--- src/rtl/uart_pkg.sv ---
// Shared UART definitions: data width, arbiter state encoding and the
// default burst/timeout values also used by the uart_16550 configuration.
package uart_pkg;

   localparam int UART_DATA_W      = 8;
   localparam int ARB_MAX_BURST    = 16;
   localparam int ARB_IDLE_TIMEOUT = 32;

   typedef enum logic {
      ARB_IDLE = 1'b0,
      ARB_LOCK = 1'b1
   } uart_arb_state_t;

endpackage

--- src/rtl/rr_pick.sv ---
// Combinational round-robin select: first asserted request at or after ptr,
// wrapping at N. Shared by the UART arbiters.
module rr_pick #(
   parameter int N     = 4,
   parameter int IDX_W = $clog2(N)
) (
   input  logic [N-1:0]     req,
   input  logic [IDX_W-1:0] ptr,
   output logic             found,
   output logic [N-1:0]     onehot,
   output logic [IDX_W-1:0] idx
);

   always_comb begin
      found  = 1'b0;
      idx    = '0;
      onehot = '0;
      for (int i = 0; i < N; i++) begin
         if (!found && req[(int'(ptr) + i) % N]) begin
            found = 1'b1;
            idx   = IDX_W'((int'(ptr) + i) % N);
         end
      end
      onehot[idx] = found;
   end

endmodule

--- src/rtl/uart_tx_arb.sv ---
// Round-robin scheduler sharing the UART TX FIFO push port between several
// byte-stream requesters; a grant is held for a whole message.
//
//   state    | meaning
//   ---------+------------------------------------------------------------
//   ARB_IDLE | no owner; pick next requester from rr_ptr (one bubble cycle)
//   ARB_LOCK | owner holds the TX path until last, burst limit, idle
//            | timeout or its enable drops
module uart_tx_arb
   import uart_pkg::*;
#(
   parameter int NUM_REQ      = 4,
   parameter int MAX_BURST    = ARB_MAX_BURST,
   parameter int IDLE_TIMEOUT = ARB_IDLE_TIMEOUT
) (
   input  logic                           clk,
   input  logic                           rst,
   input  logic [NUM_REQ-1:0]             req_en_i,
   input  logic [NUM_REQ-1:0]             req_valid_i,
   input  logic [UART_DATA_W*NUM_REQ-1:0] req_data_i,
   input  logic [NUM_REQ-1:0]             req_last_i,
   output logic [NUM_REQ-1:0]             req_ready_o,
   output logic                           tx_valid_o,
   output logic [UART_DATA_W-1:0]         tx_data_o,
   input  logic                           tx_ready_i,
   output logic [NUM_REQ-1:0]             grant_o,
   output logic                           busy_o
);

   localparam int         IDX_W    = $clog2(NUM_REQ);
   localparam logic [7:0] BURST_TC = 8'(MAX_BURST - 1);
   localparam logic [7:0] IDLE_TC  = 8'(IDLE_TIMEOUT - 1);

   uart_arb_state_t        state_q, state_d;
   logic [IDX_W-1:0]       owner_q, rr_ptr_q, rr_next, pick_idx;
   logic [NUM_REQ-1:0]     grant_q, pick_onehot;
   logic                   pick_found;
   logic [7:0]             beat_cnt_q, idle_tmr_q;
   logic                   tx_valid_q;
   logic [UART_DATA_W-1:0] tx_data_q, own_data;
   logic                   in_lock, own_en, own_valid, own_last, own_ready;
   logic                   xfer, rel;

   rr_pick #(.N(NUM_REQ), .IDX_W(IDX_W)) u_pick (
      .req    (req_en_i & req_valid_i),
      .ptr    (rr_ptr_q),
      .found  (pick_found),
      .onehot (pick_onehot),
      .idx    (pick_idx)
   );

   assign in_lock   = (state_q == ARB_LOCK);
   assign own_en    = req_en_i[owner_q];
   assign own_valid = req_valid_i[owner_q];
   assign own_last  = req_last_i[owner_q];
   assign own_data  = req_data_i[{owner_q, 3'b000} +: UART_DATA_W];
   assign own_ready = in_lock & own_en & (~tx_valid_q | tx_ready_i);
   assign xfer      = own_ready & own_valid;
   assign rr_next   = (owner_q == IDX_W'(NUM_REQ - 1)) ? '0 : owner_q + 1'b1;

   // Idle timer counts down only while the owner has nothing to offer.
   assign rel = in_lock & ((xfer & (own_last | (beat_cnt_q == BURST_TC)))
                         | (~own_valid & (idle_tmr_q == 8'd0))
                         | ~own_en);

   always_comb begin
      req_ready_o          = '0;
      req_ready_o[owner_q] = own_ready;
   end

   always_ff @(posedge clk or negedge rst) begin
      if (!rst) state_q <= ARB_IDLE;
      else      state_q <= state_d;
   end

   always_comb begin
      state_d = state_q;
      case (state_q)
         ARB_IDLE: if (pick_found) state_d = ARB_LOCK;
         ARB_LOCK: if (rel)        state_d = ARB_IDLE;
         default:                  state_d = ARB_IDLE;
      endcase
   end

   always_ff @(posedge clk or negedge rst) begin
      if (!rst) begin
         grant_q    <= '0;
         owner_q    <= '0;
         rr_ptr_q   <= '0;
         beat_cnt_q <= '0;
         idle_tmr_q <= IDLE_TC;
      end else if (!in_lock) begin
         if (pick_found) begin
            grant_q    <= pick_onehot;
            owner_q    <= pick_idx;
            beat_cnt_q <= '0;
            idle_tmr_q <= IDLE_TC;
         end
      end else begin
         if (xfer) begin
            beat_cnt_q <= beat_cnt_q + 8'd1;
            idle_tmr_q <= IDLE_TC;
         end else if (!own_valid && idle_tmr_q != 8'd0) begin
            idle_tmr_q <= idle_tmr_q - 8'd1;
         end
         if (rel) begin
            grant_q  <= '0;
            rr_ptr_q <= rr_next;
         end
      end
   end

   // Output stage keeps draining after release; data only moves on a transfer.
   always_ff @(posedge clk or negedge rst) begin
      if (!rst) begin
         tx_valid_q <= 1'b0;
         tx_data_q  <= '0;
      end else if (xfer) begin
         tx_valid_q <= 1'b1;
         tx_data_q  <= own_data;
      end else if (tx_ready_i) begin
         tx_valid_q <= 1'b0;
      end
   end

   assign tx_valid_o = tx_valid_q;
   assign tx_data_o  = tx_data_q;
   assign grant_o    = grant_q;
   assign busy_o     = in_lock | tx_valid_q;

endmodule

--- config.mk ---
export PLATFORM = sky130hd
export DESIGN_NAME = uart_tx_arb
export DESIGN_NICKNAME = d
export VERILOG_FILES = /design/src/rtl/uart_pkg.sv /design/src/rtl/rr_pick.sv /design/src/rtl/uart_tx_arb.sv
export SDC_FILE = /design/constraint.sdc
export NUM_CORES = 1
export LEC_CHECK = 0
export CORE_UTILIZATION = 42
export DETAILED_ROUTE_END_ITERATION = 7
export PLACE_DENSITY = 0.81
export SYNTH_ARGS = -nofsm -noshare
export SYNTH_HDL_FRONTEND = slang
export SYNTH_SLANG_ARGS = --single-unit
--- constraint.sdc ---
create_clock -name clk -period 1.97 [get_ports clk]
set_input_delay 0.394 -clock clk [delete_from_list [all_inputs] [get_ports clk]]
set_output_delay 0.394 -clock clk [all_outputs]
set_load 0.005 [all_outputs]
; ---- Word level (Yosys, flattened, before mapping)
; Cells that the tools add are included.
[totals]
elab_cells = 116
output_inout_bits = 18
in_bits = 47
ff_bits = 34
[op_classes]
n_eq_ne = 5
bitwise = 21
mux = 45
shifts = 1
n_lt_le_gt_ge = 8
n_reduce_logical = 22
add_sub_neg = 6
[ops]
columns = op, n
row1 = $mux W8, 7
row2 = $shiftx A32 B6 Y8, 1
row3 = $mux W1, 20
row4 = $bmux W1 S2, 7
row5 = $and A4 B4 Y4, 3
row6 = $lt A3 B4 Y1 const B, 3
row7 = $mux W4, 3
row8 = $mux W2, 5
row9 = $reduce_and A2 Y1, 5
row10 = $lt A2 B3 Y1 const B, 3
row11 = $add A8 B1 Y8 const B, 1
row12 = $eq A8 B4 Y1 const B, 1
row13 = $logic_not A8 Y1, 1
row14 = $reduce_bool A8 Y1, 1
row15 = $sub A8 B1 Y8 const B, 1
row16 = $and A1 B1 Y1, 6
row17 = $logic_and A1 B1 Y1, 6
row18 = $reduce_or A2 Y1, 3
row19 = $or A1 B1 Y1, 5
row20 = $add A2 B1 Y2 const B, 2
row21 = $add A2 B2 Y2 const B, 2
row22 = $demux W1 S2, 2
row23 = $ge A2 B1 Y1 const B, 2
row24 = $logic_not A1 Y1, 4
row25 = 7 further kinds, 14

; ---- Logic depth before layout (Yosys ltp)
[depth]
ltp_word = 21
ltp_mapped = 7
depth_no_buf = 6

; ---- Hierarchy
; Synthesis repeated with hierarchy kept, for this count alone.
[hier_totals]
hier_cells = 224
hier_area_um2 = 2263.4
[by_module_without_submodules]
columns = mod, seq_area_each_um2, area_per_inst_um2, instances, cells_each
row1 = uart_tx_arb, 857.1, 2080.7, 1, 192
row2 = rr_pick, 0.0, 182.7, 1, 32

; ---- Worst setup path before layout
; OpenSTA, ideal clock, no wires.
[synth_path]
kind = flip-flop to flip-flop
from = register owner_q[0]
to = register tx_data_q[2], in the netlist tx_data_o[2]
required_time_ps = 1845
slack_ps = -10
period_less_slack_ps = 1980
t_arrival_ps = 1855
path_stages_with_launch = 7
path_buffers = 3
setup_time_ps = 125
path_cell_list = dfrtp_1 -> buf_6 -> mux4_2 -> and4_1 -> clkbuf_1 -> buf_2 -> mux2_2
[synth_via]
elab_chain_len = 5
elab_cells_between_ends = 8
cone_classes = 1 x shift / 4 x mux / 3 x bitwise
[synth_lines]
columns = element, line_no
row1 = from (decl), uart_tx_arb.sv:35  ; logic [IDX_W-1:0] owner_q, rr_ptr_q, rr_next, pick_idx;
row2 = from (signal assigned), uart_tx_arb.sv:95  ; owner_q <= pick_idx;
row3 = $bmux W1 S2, uart_tx_arb.sv:53  ; assign own_en = req_en_i[owner_q];
row4 = $mux W1 (implied by the code), uart_tx_arb.sv:53
row5 = $and A1 B1 Y1 (2 in a row), uart_tx_arb.sv:57  ; assign own_ready = in_lock & own_en & (~tx_valid_q | tx_ready_i);
row6 = $and A1 B1 Y1, uart_tx_arb.sv:58  ; assign xfer = own_ready & own_valid;
row7 = to (signal assigned), uart_tx_arb.sv:120  ; tx_data_q <= own_data;
row8 = to (decl), uart_tx_arb.sv:40  ; logic [UART_DATA_W-1:0] tx_data_q, own_data;
; Parallel ways exist; a longest one is shown, timed or not. The select of a mux whose other input is x is not followed.
; A chain may end at the register's enable or synchronous reset.

; ---- Worst setup path in the final report
[layout_path]
from = register owner_q[0]
to = output port req_ready_o[2]
[layout_via]
elab_chain_len = 5
elab_cells_between_ends = 10
cone_classes = 2 x order compare / 4 x mux / 3 x bitwise / 1 x reduce/logical
[layout_lines]
columns = element, line_no
row1 = "$lt A2 B3 Y1 (implied by the code), or another cell as far along", uart_tx_arb.sv:68  ; req_ready_o[owner_q] = own_ready;
row2 = $logic_and A1 B1 Y1 (implied by the code) or $mux W1 (tied branches), "uart_tx_arb.sv:68, uart_tx_arb.sv:53"
row3 = $mux W1 (implied by the code) or $and A1 B1 Y1 (tied branches), "uart_tx_arb.sv:68, uart_tx_arb.sv:57"
row4 = $demux W1 S2 or $and A1 B1 Y1 (tied branches), "uart_tx_arb.sv:68, uart_tx_arb.sv:57"
row5 = $and A4 B4 Y4 (no line) *, --
row6 = to (decl), uart_tx_arb.sv:22  ; output logic [NUM_REQ-1:0] req_ready_o,
; Every way passes the cells marked *; elsewhere a longest branch is shown, timed or not. The select of a mux whose other input is x is not followed.

==> metrics <==
area of the multi-input gates=0.001246 sq mm; sequential cell area fraction in the yosys report=0.4104; Setup crit start kind=flop; final setup TNS=-1.288 ns; status=finished with violations; RSZ-0062 raised after global routing=true; sw frac=0.3573; RD Place Congestion=0.9054; die width=72.51 microns; flop-to-flop setup slack=-0.10 ns; VDD IR-drop max=734.9 uV; Synth-to-Final Area Change=54.10%; # rows=25; Period minus WS final=2.175 ns; DR pass1 iterations=4; synthesized area=0.002088 sq mm; post-route cell area=0.003218 sq mm; fill cell count=364; Final setup viols=12; first-pass GRT wire length=9549 microns; Logic pwr share=0.564; predominant post-synthesis flop cell=dfrtp_1; syn nets=246; vias in the first global route=2041; clock share of power=0.142; post-synth cell types=51; DR iter-0 viols=161; clk sink count=34; Power Dens Cells=1187 mW/mm^2; Max clock buf depth=2; Pint=2.454 mW; clk_lat worst skew=0.30 ns; Synth Area in Compound Gates=0.1522; Post-Place Setup Slack=-0.5933 ns; largest family of logic cells by synthesized area=multiplexers; core outline area=0.004755 sq mm; Port-buffer cells=64; Post-synth top cells=dfrtp_1, nand2_1, a21oi_1, mux4_2, mux2_2; height of the die=72.51 microns; area occupied by registers=858.3 sq um; f_max=0.4597 GHz; post-synth top area share=0.3475; Synth async-reset ratio=1.000; Yosys warning count=0; share of cells above drive strength 1=0.3048; final WL=5951 microns; DR vias=2059; Num CTS Buffers=5; CP Capture Type=primary output; total power=3.819 mW; most common cell in the netlist=dfrtp_1; Residual DRC=0; hpwl dp=4235 microns; die footprint=0.005258 sq mm; leakage=1.362 nW; Reg clk slew, reported paths=0.07 ns; kind of critical path=flop to primary output; final hold vios=0; H-tree levels=2; Tot GR Track Use=0.2434; antenna violations before repair=0; grt total ovfl=0; synthesized instance count=192; largest cells by area after synthesis=dfrtp_1, mux4_2, dfstp_2, mux2_2, ha_1; Initial Util=0.4392; root buf cell=clkbuf_8; min-delay worst type=input port to asynchronous set/reset pin; CTS tree=done; Final Skew=0.008045 ns; Final Non-Filler Cells=359; number of synthesized flops with an enable pin=0; P_sw=1.365 mW; cell taking the most area after synthesis=dfrtp_1; area share of fa/ha/maj cells after synthesis=0.04194; Worst Slack Setup Final=-0.2052 ns; multiplexer area fraction after synthesis=0.1815; pin count of the biggest net entering global routing=35; detailed-route wire length per cell=16.58 microns; drt via density=5.735; max-slew violations=0; Synth Register Bits=34; Post-layout nets=345; Final period util=1.104; ANT cells=0; placed cells=348; Worst Path Arrival=1.78 ns; simple-gate share of the synthesized area=0.1786; placed cell area=0.003038 sq mm; worst slew pin tran=0.4773 ns; failing checks=negative setup slack; Final ANT Viol Nets=0; max-cap violation count=0; slew margin rel.=0.6804; Post-Synth XOR/XNOR Area=0.004194; Max FO, Critical Path=3; share of power burned in registers=0.294; Mean Syn Cell Area=10.88 sq um; Top Ports=65; critical path required time=1.58 ns
## power by group through the flow
stage | registers, mW | clock network (mW) | logic (mW)
after floorplan | 1.10 | 0 | 1.04
after global placement | 1.11 | 0 | 1.92
after detailed placement | 1.13 | 0 | 1.96
after CTS | 1.12 | 0.549 | 2.08
after global routing | 1.15 | 0.583 | 2.33
final | 1.12 | 0.541 | 2.15
## path summary, 6_finish.rpt
check / end / depth (start not counted) / from
worst max-delay path: req_ready_o[2] / 5 / owner_q[0]$_DFFE_PN0P_
worst min-delay path: beat_cnt_q[7]$_DFFE_PN0P_ / 2 / rst
worst max register to register: rr_ptr_q[1]$_DFFE_PN0P_ / 6 / owner_q[0]$_DFFE_PN0P_
worst min register to register: tx_data_o[1]$_DFFE_PN0P_ / 1 / tx_data_o[1]$_DFFE_PN0P_
max in group asynchronous: idle_tmr_q[2]$_DFFE_PN1P_ / 2 / rst
min in group clk: tx_data_o[1]$_DFFE_PN0P_ / 1 / tx_data_o[1]$_DFFE_PN0P_
## worst max-delay path, cell delays in order, from the launching register on
cell	delay (ns)
dfrtp_1	0.38
mux4_2	0.54
and3_4	0.21
buf_6	0.12
and2_4	0.14
buf_6	0.11
## per-stage QoR
| step | utilization | hold slack (ns) |
|---|---|---|
| 6_report | 0.6768 | 0.5063 |
| 5_1_grt | 0.6768 | 0.5266 |
| 4_1_cts | 0.6668 | 0.5124 |
| 3_5_place_dp | 0.6389 | 0.4964 |
| 3_3_place_gp | 0.6389 | 0.4608 |
| 2_1_floorplan | - | 0.09841 |
## cells in the final DEF (no fill, tap or decap), types with 4 or more instances in the layout
master,synthesis,final
nand3_1,8,8
inv_1,6,5
buf_6,1,4
dfstp_2,5,5
clkbuf_8,0,6
and2_1,6,4
nor4_1,4,4
o31ai_1,5,5
mux2_2,9,9
o21ai_0,6,4
ha_1,7,6
nor2_1,4,4
clkdlybuf4s50_1,0,54
buf_4,0,33
dfrtp_1,29,28
nand2_1,22,22
mux4_2,11,12
a21oi_1,11,9
dlygate4sd2_1,0,6
## sequential cells by signal (all words and copies together) (netlist names)
signal      cells
beat_cnt_q      8
grant_o         4
idle_tmr_q      8
in_lock         1
owner_q         2
rr_ptr_q        2
tx_data_o       8
tx_valid_o      1
## cells by family (layout without fill, tap and decap cells)
| kind of cell | count (synthesis) | count (layout) |
|---|---|---|
| xor+xnor | 1 | 1 |
| flops | 34 | 34 |
| buf+inv | 15 | 114 |
| fa+ha+maj | 7 | 7 |
| mux | 23 | 24 |
| compound gates | 44 | 44 |
| simple gates | 68 | 68 |
## repair_timing
action,CTS,global route
hold buffers,0,0
setup endpoints to repair,10,21
hold endpoints to repair,0,0
resized for setup,32,11
setup buffers,1,1
pin swaps,3,2
cloned,1,0
## cell type report
cell class | instances | share of cell area
multi-input cells | 144 | 0.3872
repair buffers | 100 | 0.2846
flip-flops and latches | 34 | 0.2667
clock buffers | 7 | 0.02683
well taps | 67 | 0.02605
inverters | 6 | 0.006998
clock inverters | 1 | 0.001555
## routing by layer
| layer | share of wire | GRT usage | vias up |
|---|---|---|---|
| met5 | 0 | 0 | - |
| met1 | 0.38 | 0.2761 | 996 |
| met3 | 0.060 | 0.06111 | 25 |
| li1 | - | - | 944 |
| met4 | 0.039 | 0.1329 | 0 |
| met2 | 0.52 | 0.4195 | 94 |
No activity file was read; power rests on OpenSTA's default activity.
